===== src/rtl/uart_tx_queue.sv =====
// uart_tx_queue: byte FIFO in front of the UART transmitter. Bytes are pushed
// at core speed and issued one at a time. A new byte goes out only after the
// transmitter STATUS has fallen and then returned high.
module uart_tx_queue #(
   parameter int DEPTH = 16,
   parameter int AW    = 4
) (
   input  logic          clk,
   input  logic          rst,
   input  logic          wr_en,
   input  logic [7:0]    wr_data,
   input  logic          clr_ovf,
   output logic          full,
   output logic          empty,
   output logic [AW:0]   count,
   output logic          overflow,
   output logic          busy,
   output logic [7:0]    tx_data,
   output logic          tx_en,
   input  logic          tx_status
);

   typedef enum logic [1:0] {
      IDLE,
      WAIT_BUSY,
      WAIT_DONE
   } state_t;

   state_t        state, state_next;
   logic [7:0]    mem [DEPTH];
   logic [AW-1:0] wr_ptr, rd_ptr;
   logic          push, pop;

   // Flags are decoded from the registered count, so they change only on an edge.
   assign full  = (count == (AW+1)'(DEPTH));
   assign empty = (count == '0);
   assign busy  = (state != IDLE) || !empty;

   // A push is rejected whenever the queue is full. A pop in the same cycle
   // does not make room for it.
   assign push = wr_en && !full;

   // Issue FSM next state. A pop happens only from IDLE, when a byte is waiting
   // and the transmitter reports idle.
   always_comb begin
      // NOTE: give every always_comb output a default first. Any path that
      // leaves a signal unassigned infers a latch.
      state_next = state;
      pop        = 1'b0;
      case (state)
         IDLE: begin
            if (!empty && tx_status) begin
               pop        = 1'b1;
               state_next = WAIT_BUSY;
            end
         end
         WAIT_BUSY: begin
            if (!tx_status) state_next = WAIT_DONE;
         end
         WAIT_DONE: begin
            if (tx_status) state_next = IDLE;
         end
         default: state_next = IDLE;
      endcase
   end

   // FSM state register.
   always_ff @(posedge clk or posedge rst) begin
      // NOTE: sequential state always uses non-blocking (<=) assignments.
      // Every register then samples its pre-edge value, and the outcome does
      // not depend on process ordering.
      if (rst) state <= IDLE;
      else     state <= state_next;
   end

   // Storage write port.
   always_ff @(posedge clk) begin
      // NOTE: the array is deliberately not reset. The pointers and count
      // already make any stale contents unreachable, and leaving the array out
      // of reset lets it map onto plain registers or distributed RAM.
      if (push) mem[wr_ptr] <= wr_data;
   end

   // Pointers, occupancy count and the sticky overflow flag.
   always_ff @(posedge clk or posedge rst) begin
      if (rst) begin
         wr_ptr   <= '0;
         rd_ptr   <= '0;
         count    <= '0;
         overflow <= 1'b0;
      end else begin
         if (push) wr_ptr <= wr_ptr + 1'b1;
         if (pop)  rd_ptr <= rd_ptr + 1'b1;
         case ({push, pop})
            2'b10:   count <= count + 1'b1;
            2'b01:   count <= count - 1'b1;
            default: count <= count;
         endcase
         // When a rejected push and a clear arrive together, the set wins.
         if (wr_en && full) overflow <= 1'b1;
         else if (clr_ovf)  overflow <= 1'b0;
      end
   end

   // Transmitter interface. The strobe lasts one cycle, and the data holds
   // until the next pop.
   always_ff @(posedge clk or posedge rst) begin
      if (rst) begin
         tx_en   <= 1'b0;
         tx_data <= 8'h00;
      end else begin
         tx_en <= pop;
         if (pop) tx_data <= mem[rd_ptr];
      end
   end

endmodule


===== config.mk =====
export PLATFORM = sky130hd
export DESIGN_NAME = uart_tx_queue
export DESIGN_NICKNAME = d
export VERILOG_FILES = /design/src/rtl/uart_tx_queue.sv
export SDC_FILE = /design/constraint.sdc
export NUM_CORES = 1
export LEC_CHECK = 0
export CORE_ASPECT_RATIO = 1.25
export CORE_UTILIZATION = 50
export CTS_BUF_LIST = sky130_fd_sc_hd__clkbuf_8
export CTS_CLUSTER_SIZE = 20
export DETAILED_ROUTE_END_ITERATION = 16
export GPL_ROUTABILITY_DRIVEN = 1
export PLACE_DENSITY_LB_ADDON = 0.05
export SLEW_MARGIN = 0
export SYNTH_ARGS = -nofsm -noshare
export SYNTH_HDL_FRONTEND = slang
export SYNTH_SLANG_ARGS = --single-unit

===== constraint.sdc =====
create_clock -name clk -period 3.4 [get_ports clk]
set_clock_uncertainty 0.1 [all_clocks]
set_input_delay 0.68 -clock clk [delete_from_list [all_inputs] [get_ports clk]]
set_output_delay 0.68 -clock clk [all_outputs]
set_load 0.01 [all_outputs]

-- After elaboration in Yosys (flattened, before gate mapping)
Memories as Yosys holds them, arrays and structs flattened. A register that Yosys moved wholly into a read port is not among the register bits.
Index checks and enable logic that the tools add are counted.
- flip-flop bits (word level): 17
- memory bits (writable): 128
- memories: 1
- bits of input ports: 13
- logic and storage cells: 42
- mux-type cells: 11
- eq/ne operators: 8
- reductions and logical operators: 12
- $add $sub $neg: 4
- memories (name ; words ; bits a word ; rd ports ; clocked after Yosys merged registers in ; wr ports ; line ; RTL):
    mem ; 16 ; 8 ; 1 ; 1 ; 1 ; 30 ; logic [7:0] mem [DEPTH];
- operators with widths (kind ; count):
    case mux 5 bit (2 select lines) ; 1
    adder 4 x 1 -> 4 bit (second input constant) ; 2
    two-way mux 1 bit ; 6
    two-way mux 2 bit ; 3
    inequality test 2 bit (second input constant) ; 3
    case mux 2 bit (3 select lines) ; 1
    nonzero test 2 bit ; 3
    adder 5 x 1 -> 5 bit (second input constant) ; 1
    equality test 5 bit (second input constant) ; 1
    zero test 5 bit ; 1
    subtractor 5 x 1 -> 5 bit (second input constant) ; 1
    equality test 2 x 1 -> 1 bit (second input constant) ; 2
    equality test 2 bit (second input constant) ; 2
    logical AND 1 bit ; 3
    AND reduction 3 bit ; 1
    zero test 1 bit ; 2
    zero test 2 bit ; 1
    logical OR 1 bit ; 1

-- Longest topological paths before layout
Gate-level depths: netlist of run 1.
- depth in word-level cells: 7
- mapped depth: 12

-- Worst setup path before layout of run 1
OpenSTA, ideal clock, no wires.
- path type: register to register
- start: register count[0]
- end: register count[4]
- path slack: 0.635 ns
- stages on the path, launching flop included: 12
- data required time: 3.220 ns
- library setup time: 0.080 ns
- arrival: 2.586 ns
- buffers on the path: 2
- clock period less this slack: 2.765 ns
- cell sequence: dfrtp_1 -> nor4_4 -> a2111oi_4 -> buf_4 -> ha_1 -> clkbuf_1 -> xor2_1 -> ha_1 -> a21o_1 -> nand3_1 -> a31oi_1 -> xnor2_1
- cells in the longest elaborated chain, start to end: 7
- elaborated cells on any way between the ends: 14
- those cells by class: 2 x add/sub; 3 x eq/ne; 3 x mux; 6 x reduce/logical
- ends and longest elaborated chain (element ; line ; RTL):
    start: declaration ; 15 ; output logic [AW:0] count,
    start signal: assignment ; 95 ; 2'b10: count <= count + 1'b1;
    start signal: assignment ; 96 ; 2'b01: count <= count - 1'b1;
    start signal: assignment ; 97 ; default: count <= count;
    zero test 5 bit * ; 36 ; assign empty = (count == '0);
    zero test 1 bit * ; 52 ; if (!empty && tx_status) begin
    logical AND 1 bit * ; 52 ;
    two-way mux 1 bit * ; 52 ;
    two-way mux 1 bit * ; 50 ; case (state)
    named net pop ; 32 ; logic push, pop;
    equality test 2 x 1 -> 1 bit or equality test 2 bit (tied branches) ; 94 ; case ({push, pop})
    case mux 5 bit (2 select lines) or nonzero test 2 bit (tied branches) ; n/a ;
Mark *: on every way through the listed nets, which the timed path passes. The rest lies on a longest branch.
A chain may end at the register's enable or synchronous reset.

-- Worst setup path after layout of run 1
- start: register count[0]
- end: output busy
- cells in the longest elaborated chain, start to end: 3
- ends and longest elaborated chain (element ; line ; RTL):
    zero test 5 bit ; 36 ;
    zero test 1 bit ; 37 ; assign busy = (state != IDLE) || !empty;
    logical OR 1 bit ; 37 ;
    end: declaration ; 17 ; output logic busy,
No other way between the ends.

==> metrics.csv, run 1 <==
stage,metric,value,unit
timing,setup_viol,0,
clock_tree,clock-sinks,153,
clock_tree,clockBufferDepth,2,
timing,hold_viol_final,0,
global_route,grt_pass1_vias,3171,
floorplanning,die_x,101.5,um
critical_path,crit_path_start_kind,flop,
global_route,grt_pass1_wl,17660,um
worst_hold_path,whs_path_depth,1,
timing,hold-worst-slack,0.4209,ns
synthesis,syn_area,0.006186,sq mm
synthesis,synth.mux.area_fraction,13.31,%
placement,portBuffers,30,
critical_path,worst_r2r_path_depth,10,
critical_path,worst-path-max-fanout,6,
critical_path,critPathArrivalTime,2.39,ns
route,ant_nets,0,
power_and_ir_drop,peakVddDrop,412.4,uV
route,routed_wl,11250,um
power_and_ir_drop,p_leak,2.433,nW
clock_tree,numCtsBuffers,17,
route,dr_wl_met2,5933,um
placement,place_inst,523,
clock_tree,cts_resized,0,
floorplanning,io_pins,31,
global_route,overflow,0,
timing,rsz0062_at_grt,false,
synthesis,yosysTopAreaCell,edfxtp_1,
clock_tree,post_cts_buffers,0,
final_layout,nFillCells,898,
clock_tree,cts_root_buf,clkbuf_8,
critical_path,critPathCaptureType,output pin,
critical_path,r2r_slack,0.88,ns
floorplanning,rows,45,
critical_path,timing.rr.start,count[0],
synthesis,synth_common_cells,"128 x edfxtp_1, 32 x mux4_2, 25 x dfrtp_1",
critical_path,crit_chain,nor4_4 > nand2_1 > or3_1 > clkdlybuf4s50_1,
power_and_ir_drop,powerDensity,774.2,mW/mm^2
route,wl_met1,4759,um
synthesis,synth_area_leaders,"edfxtp_1 62%, mux4_2 12%, dfrtp_1 10%",
synthesis,synthesis.nets,346,
clock_tree,postCtsHoldBufs,0,
synthesis,ys_async_sr_fraction,16.34,%
global_route,grt_antenna_before_repair,0,
synthesis,yosys_warnings,0,
critical_path,critPathBufInv,1,
timing,max_freq,315.7,MHz
synthesis,ys_seq_elements,153,
synthesis,synth_edf_count,128,
global_route,grt_usage,19.87,%
synthesis,synth_compound_area_share,4.308,%
synthesis,netlist_instances,325,
synthesis,synth.most_common_cell,edfxtp_1,
final_layout,antenna_cells,0,
route,routedWlPerCell,20.27,um
outcome,status,"complete, no violations",
route,dr_total_vias,2994,
floorplanning,die_area,0.01282,sq mm
synthesis,synth_area_per_cell,19.03,sq um
synthesis,synth_fa_ha_area_share,1.618,%
synthesis,synthSimpleGateAreaFrac,4.349,%
critical_path,max_stage_delay,0.51,ns
worst_hold_path,holdPathEnd,overflow,
placement,gp_congestion,0.7609,
timing,slew_viol_final,0,
synthesis,synth_flop_cell,edfxtp_1,
clock_tree,htreeDepth,4,
synthesis,seq_area_frac_synth,72.25,%
worst_hold_path,hp-start,overflow,
timing,finalCriticalPeriod,3.167,ns
clock_tree,clkTransAtPathRegs,0.08,ns
clock_tree,clock_latency,0.44,ns
route,highest_layer,met4,
route,drt-initial-drc-count,104,
worst_hold_path,hold_path.class,flop to flop,
final_layout,final-instance-count-excl-fill,555,
synthesis,synth_xor_xnor_area_share,1.841,%
route,avgViaCountPerCell,5.395,
clock_tree,cts_tree,done,
timing,relSlewSlack,51.05,%
route,wl_met3,414,um
floorplanning,initial_core_util,51.10,%
critical_path,critical_path_class,flop to output pin,
route,drc,0,
flow_run,max_cap_violations,0,
timing,worstMarginPinSlew,0.7342,ns
final_layout,final_util,58.57,%
critical_path,cp.required,2.62,ns
final_layout,drive_gt1_share,23.53,%
synthesis,synth_top_area_share,62.14,%
timing,finalCritPeriodShare,93.15,%
synthesis,synth_cell_types,37,
critical_path,slowest_stage,nor4_4,
timing,finalSetupTns,0,ns
critical_path,reg2reg_to,count[4],
synthesis,synth_top_family_by_area,multiplexers,
global_route,grt_start_max_net_pins,34,
critical_path,cp.depth,4,
final_layout,area_delta_synth_final,14.62,%
placement,hpwlAfterDp,7703,um
floorplanning,fp.dieH,126.4,um
final_layout,nNetsFinal,399,
critical_path,crit_family,simple AND/OR/NAND/NOR gates,
route,dr.pass1.iters,4,
floorplanning,core,0.01211,sq mm
==> per-stage QoR <==
step | power, mW | cell area [sq um] | setup WS [ns]
after floorplan | 3.823 | 6186 | 0.6346
after global placement | 4.367 | 6760 | 0.5445
after detailed placement | 4.403 | 6760 | 0.5266
after CTS | 5.564 | 7091 | 0.1774
after global routing | 5.796 | 7091 | 0.06279
final | 5.490 | 7091 | 0.2328
==> cell type report <==
| type | count | area (sq um) | area share, % |
|---|---|---|---|
| sequential | 153 | 4471 | 63.05 |
| multi-input combinational | 145 | 1573 | 22.18 |
| timing repair buffer | 52 | 478.0 | 6.741 |
| clock buffer | 17 | 234.0 | 3.300 |
| tap | 164 | 205.2 | 2.894 |
| clock inverter | 15 | 96.34 | 1.359 |
| inverter | 9 | 33.78 | 0.4764 |
==> report_power, final <==
group	total [mW]	internal [mW]	switching [mW]	leakage [nW]
clock network	1.16	0.550	0.612	0.174
registers	2.62	2.32	0.299	1.45
logic	1.71	0.894	0.811	0.813
==> metal layers <==
metal  GRT usage, %  up-vias
met3          5.179       11
met4          7.843        0
met5              0        -
met1          24.73     1522
met2          33.17       73
li1               -     1388
==> cell families (layout without fill, tap and decap cells) <==
| family | after synthesis | after routing |
|---|---|---|
| AO/OA/AOI/OAI | 27 | 27 |
| XOR/XNOR | 13 | 13 |
| adder cells (fa/ha/maj) | 8 | 8 |
| buffers and inverters | 27 | 93 |
| flip-flops | 153 | 153 |
| multiplexers | 42 | 42 |
| AND/OR/NAND/NOR | 55 | 55 |
==> worst max path at each step <==
stage	from	end	slack, ns
6_report	count[0]	busy	0.23
3_5_place_dp	tx_status	count[4]	0.53
4_1_cts	count[0]	busy	0.18
2_1_floorplan	count[0]	count[4]	0.63
3_3_place_gp	tx_status	count[4]	0.54
5_1_grt	count[1]	busy	0.06
==> layout by cell type (no fill, tap or decap), drive strengths merged, types with 2 or more instances in the layout <==
| cell type | instances |
|---|---|
| clkinvlp | 3 |
| buf | 22 |
| nor3 | 6 |
| nand3 | 2 |
| o22ai | 8 |
| a21oi | 2 |
| inv | 13 |
| clkinv | 7 |
| edfxtp | 128 |
| xor2 | 5 |
| mux2i | 8 |
| nand4 | 2 |
| mux2 | 2 |
| xnor2 | 8 |
| nor2 | 23 |
| nand2 | 10 |
| mux4 | 32 |
| a31oi | 2 |
| clkdlybuf4s50 | 30 |
| nor4 | 2 |
| ha | 8 |
| and2 | 2 |
| nand2b | 4 |
| o21ai | 2 |
| dfrtp | 25 |
| clkbuf | 17 |
| a221oi | 8 |
==> flip-flops by register name, indices dropped and copies added, names as in the netlist <==
name and cells:
mem 128, tx_data 8, count 5, rd_ptr 4, wr_ptr 4, state 2, overflow 1, tx_en 1
==> worst register-to-register path, stage by stage (launching register included) <==
cell	delay, ns
dfrtp_1	0.48
nor4_4	0.51
a21boi_2	0.12
inv_1	0.10
ha_1	0.19
xor2_1	0.17
ha_1	0.24
a21o_1	0.14
nand3_1	0.07
a31oi_1	0.21
xnor2_1	0.13
Power figures use the tool's default switching activity.
==> run 2: changes to the inputs <==
--- a/config.mk
+++ b/config.mk
@@ -10,6 +10,7 @@
 export CTS_BUF_LIST = sky130_fd_sc_hd__clkbuf_8
 export CTS_CLUSTER_SIZE = 20
 export DETAILED_ROUTE_END_ITERATION = 16
+export DONT_BUFFER_PORTS = 1
 export GPL_ROUTABILITY_DRIVEN = 1
 export PLACE_DENSITY_LB_ADDON = 0.05
 export SLEW_MARGIN = 0
==> run 2 against run 1 <==
Wire length fell by 1.3%. Final area fell by 3.7%. Clock power increased by 15%. Sequential share of layout area is 2.4 points higher. Non-clock buffer count down 32. Sequential power about the same. Largest power group unchanged.
==> metrics.csv, run 2 (synthesized netlist as in run 1, its figures left out) <==
stage,metric,value,unit,change
power_and_ir_drop,total_power,5.477,mW,was 5.490 mW
route,avgViaCountPerCell,5.576,,was 5.395
floorplanning,die_area,0.01282,sq mm,unchanged
critical_path,critPathCaptureType,flop,,was output pin
clock_tree,clock_latency,0.43,ns,was 0.44 ns
critical_path,r2r_slack,0.58,ns,was 0.88 ns
clock_tree,cts_resized,0,,unchanged
power_and_ir_drop,powerDensity,801.7,mW/mm^2,was 774.2 mW/mm^2
final_layout,antenna_cells,0,,unchanged
timing,setup_viol,0,,unchanged
global_route,grt_pass1_wl,17080,um,was 17660 um
timing,worstMarginPinSlew,0.9490,ns,was 0.7342 ns
power_and_ir_drop,p_leak,2.318,nW,was 2.433 nW
global_route,grt_antenna_before_repair,0,,unchanged
final_layout,largest_reg_flops,128,,unchanged
timing,rsz0062_at_grt,false,,unchanged
power_and_ir_drop,combPwrFrac,27.3,%,was 31.1%
clock_tree,post_cts_buffers,0,,unchanged
route,routed_wl,11100,um,was 11250 um
floorplanning,die_x,101.5,um,unchanged
critical_path,crit_top_cell,ha_1,,
placement,hpwlAfterDp,7536,um,was 7703 um
global_route,grt_pass1_vias,3005,,was 3171
route,wl_met3,469,um,was 414 um
flow_run,max_cap_violations,0,,unchanged
critical_path,max_stage_delay,0.53,ns,was 0.51 ns
critical_path,reg2reg_to,count[4],,unchanged
critical_path,critical_path_class,flop to flop,,was flop to output pin
floorplanning,rows,45,,unchanged
route,highest_layer,met4,,unchanged
worst_hold_path,holdPathEnd,state[1],,was overflow
route,dr.pass1.iters,5,,was 4
clock_tree,postCtsHoldBufs,0,,unchanged
power_and_ir_drop,swShare,32.03,%,was 31.38%
worst_hold_path,whs_path_depth,1,,unchanged
global_route,overflow,0,,unchanged
final_layout,nNetsFinal,367,,was 399
timing,relSlewSlack,36.66,%,was 51.05%
final_layout,layout_commonest_cell,edfxtp_1,,unchanged
floorplanning,io_pins,31,,unchanged
route,dr_wl_met2,5821,um,was 5933 um
clock_tree,clkTransAtPathRegs,0.08,ns,about the same
worst_hold_path,hold_path.class,input port to flop,,was flop to flop
route,routedWlPerCell,21.23,um,was 20.27 um
clock_tree,cts_root_buf,clkbuf_8,,unchanged
timing,slew_viol_final,0,,unchanged
timing,finalCritPeriodShare,82.96,%,was 93.15%
route,dr_total_vias,2916,,was 2994
floorplanning,initial_core_util,51.10,%,unchanged
timing,hold_viol_final,0,,unchanged
floorplanning,core,0.01211,sq mm,unchanged
power_and_ir_drop,seqPwrFrac,48.5,%,was 47.8%
placement,gp_congestion,0.7233,,was 0.7609
final_layout,drive_gt1_share,27.30,%,was 23.53%
final_layout,top_regs,"mem (128), tx_data (8), count (5)",,unchanged
final_layout,final_util,56.43,%,was 58.57%
clock_tree,cts_tree,done,,unchanged
timing,finalSetupTns,0,ns,unchanged
power_and_ir_drop,peakVddDrop,481.5,uV,was 412.4 uV
clock_tree,clock-sinks,153,,unchanged
outcome,status,"complete, no violations",,unchanged
critical_path,cp.required,3.65,ns,was 2.62 ns
final_layout,area_delta_synth_final,10.44,%,was 14.62%
power_and_ir_drop,clockPowerShare,24.3,%,was 21.2%
clock_tree,numCtsBuffers,17,,unchanged
timing,max_freq,354.5,MHz,was 315.7 MHz
timing,hold-worst-slack,0.2054,ns,was 0.4209 ns
route,wl_met1,4634,um,was 4759 um
worst_hold_path,hp-start,tx_status,,was overflow
power_and_ir_drop,internal-power,3.723,mW,was 3.767 mW
timing,finalCriticalPeriod,2.821,ns,was 3.167 ns
critical_path,worst-path-max-fanout,9,,was 6
critical_path,critPathArrivalTime,3.07,ns,was 2.39 ns
final_layout,mostFrequentLayoutCells,"128 x edfxtp_1, 32 x mux4_2, 24 x dfrtp_1",,"was 128 x edfxtp_1, 32 x mux4_2, 30 x clkdlybuf4s50_1"
placement,placed_area,0.006445,sq mm,was 0.006760 sq mm
critical_path,slowest_stage,dfrtp_1,,was nor4_4
route,drc,0,,unchanged
clock_tree,clockBufferDepth,2,,unchanged
global_route,grt_usage,19.20,%,was 19.87%
final_layout,fin_area,0.006832,sq mm,was 0.007091 sq mm
power_and_ir_drop,netSwitchingPower,1.754,mW,was 1.723 mW
route,ant_nets,0,,unchanged
critical_path,crit_chain,nor4_4 > a21boi_2 > inv_1 > ha_1 > xor2_1 > ha_1 > a21o_1 > nand3_1 > a31oi_1 > xnor2_1,,was nor4_4 > nand2_1 > or3_1 > clkdlybuf4s50_1
placement,portBuffers,0,,was 30
floorplanning,fp.dieH,126.4,um,unchanged
final_layout,regMostFlops,mem,,unchanged
critical_path,worst_r2r_path_depth,10,,unchanged
critical_path,crit_path_start_kind,flop,,unchanged
critical_path,timing.rr.start,count[1],,was count[0]
global_route,grt_start_max_net_pins,34,,unchanged
clock_tree,htreeDepth,4,,unchanged
route,drt-initial-drc-count,121,,was 104
run 2: per-stage QoR:
stage          instances  setup WS, ns
6_report             523        0.5793
5_1_grt              523        0.2901
3_3_place_gp         491        0.6560
4_1_cts              523        0.5509
3_5_place_dp         491        0.5831
2_1_floorplan        325        0.6346
run 2: per-layer routing:
metal / vias up / track usage [%]
met1: 1511 / 23.67
met5: - / 0
met4: 0 / 8.610
met3: 14 / 5.399
met2: 68 / 31.49
li1: 1323 / -
run 2: worst max-delay path: cells and delay by family (launching register included):
kind	cells	cell delay (ns)
xor gates and xnor gates	2	0.32
adders and majority gates	2	0.58
and+or+nand+nor	2	0.53
AOI/OAI and AO/OA	3	0.55
DFF	1	0.53
buffers and inverters	1	0.12
run 2: worst max-delay path by stage:
stage / from / to / slack, ns / depth (start not counted)
2_1_floorplan: count[0] / count[4] / 0.63 / 11
3_3_place_gp: count[1] / count[4] / 0.66 / 10
3_5_place_dp: count[1] / count[4] / 0.58 / 10
4_1_cts: count[1] / count[4] / 0.55 / 10
5_1_grt: count[1] / count[4] / 0.29 / 10
6_report: count[1] / count[4] / 0.58 / 10
run 2: layout make-up:
class                           count  area, sq um
Multi-Input combinational cell    145         1573
Inverter                            9        33.78
Clock inverter                     15        152.6
Timing Repair Buffer               20        162.7
Tap cell                          164        205.2
Sequential cell                   153         4471
Fill cell                         932         5274
Clock buffer                       17        234.0
run 2: power by group through the flow:
stage	registers, mW	logic (mW)	clock network [mW]
after detailed placement	2.70	1.53	0
after global routing	2.70	1.63	1.44
after global placement	2.70	1.51	0
final	2.65	1.49	1.33
after floorplan	2.52	1.30	0
after CTS	2.66	1.53	1.37
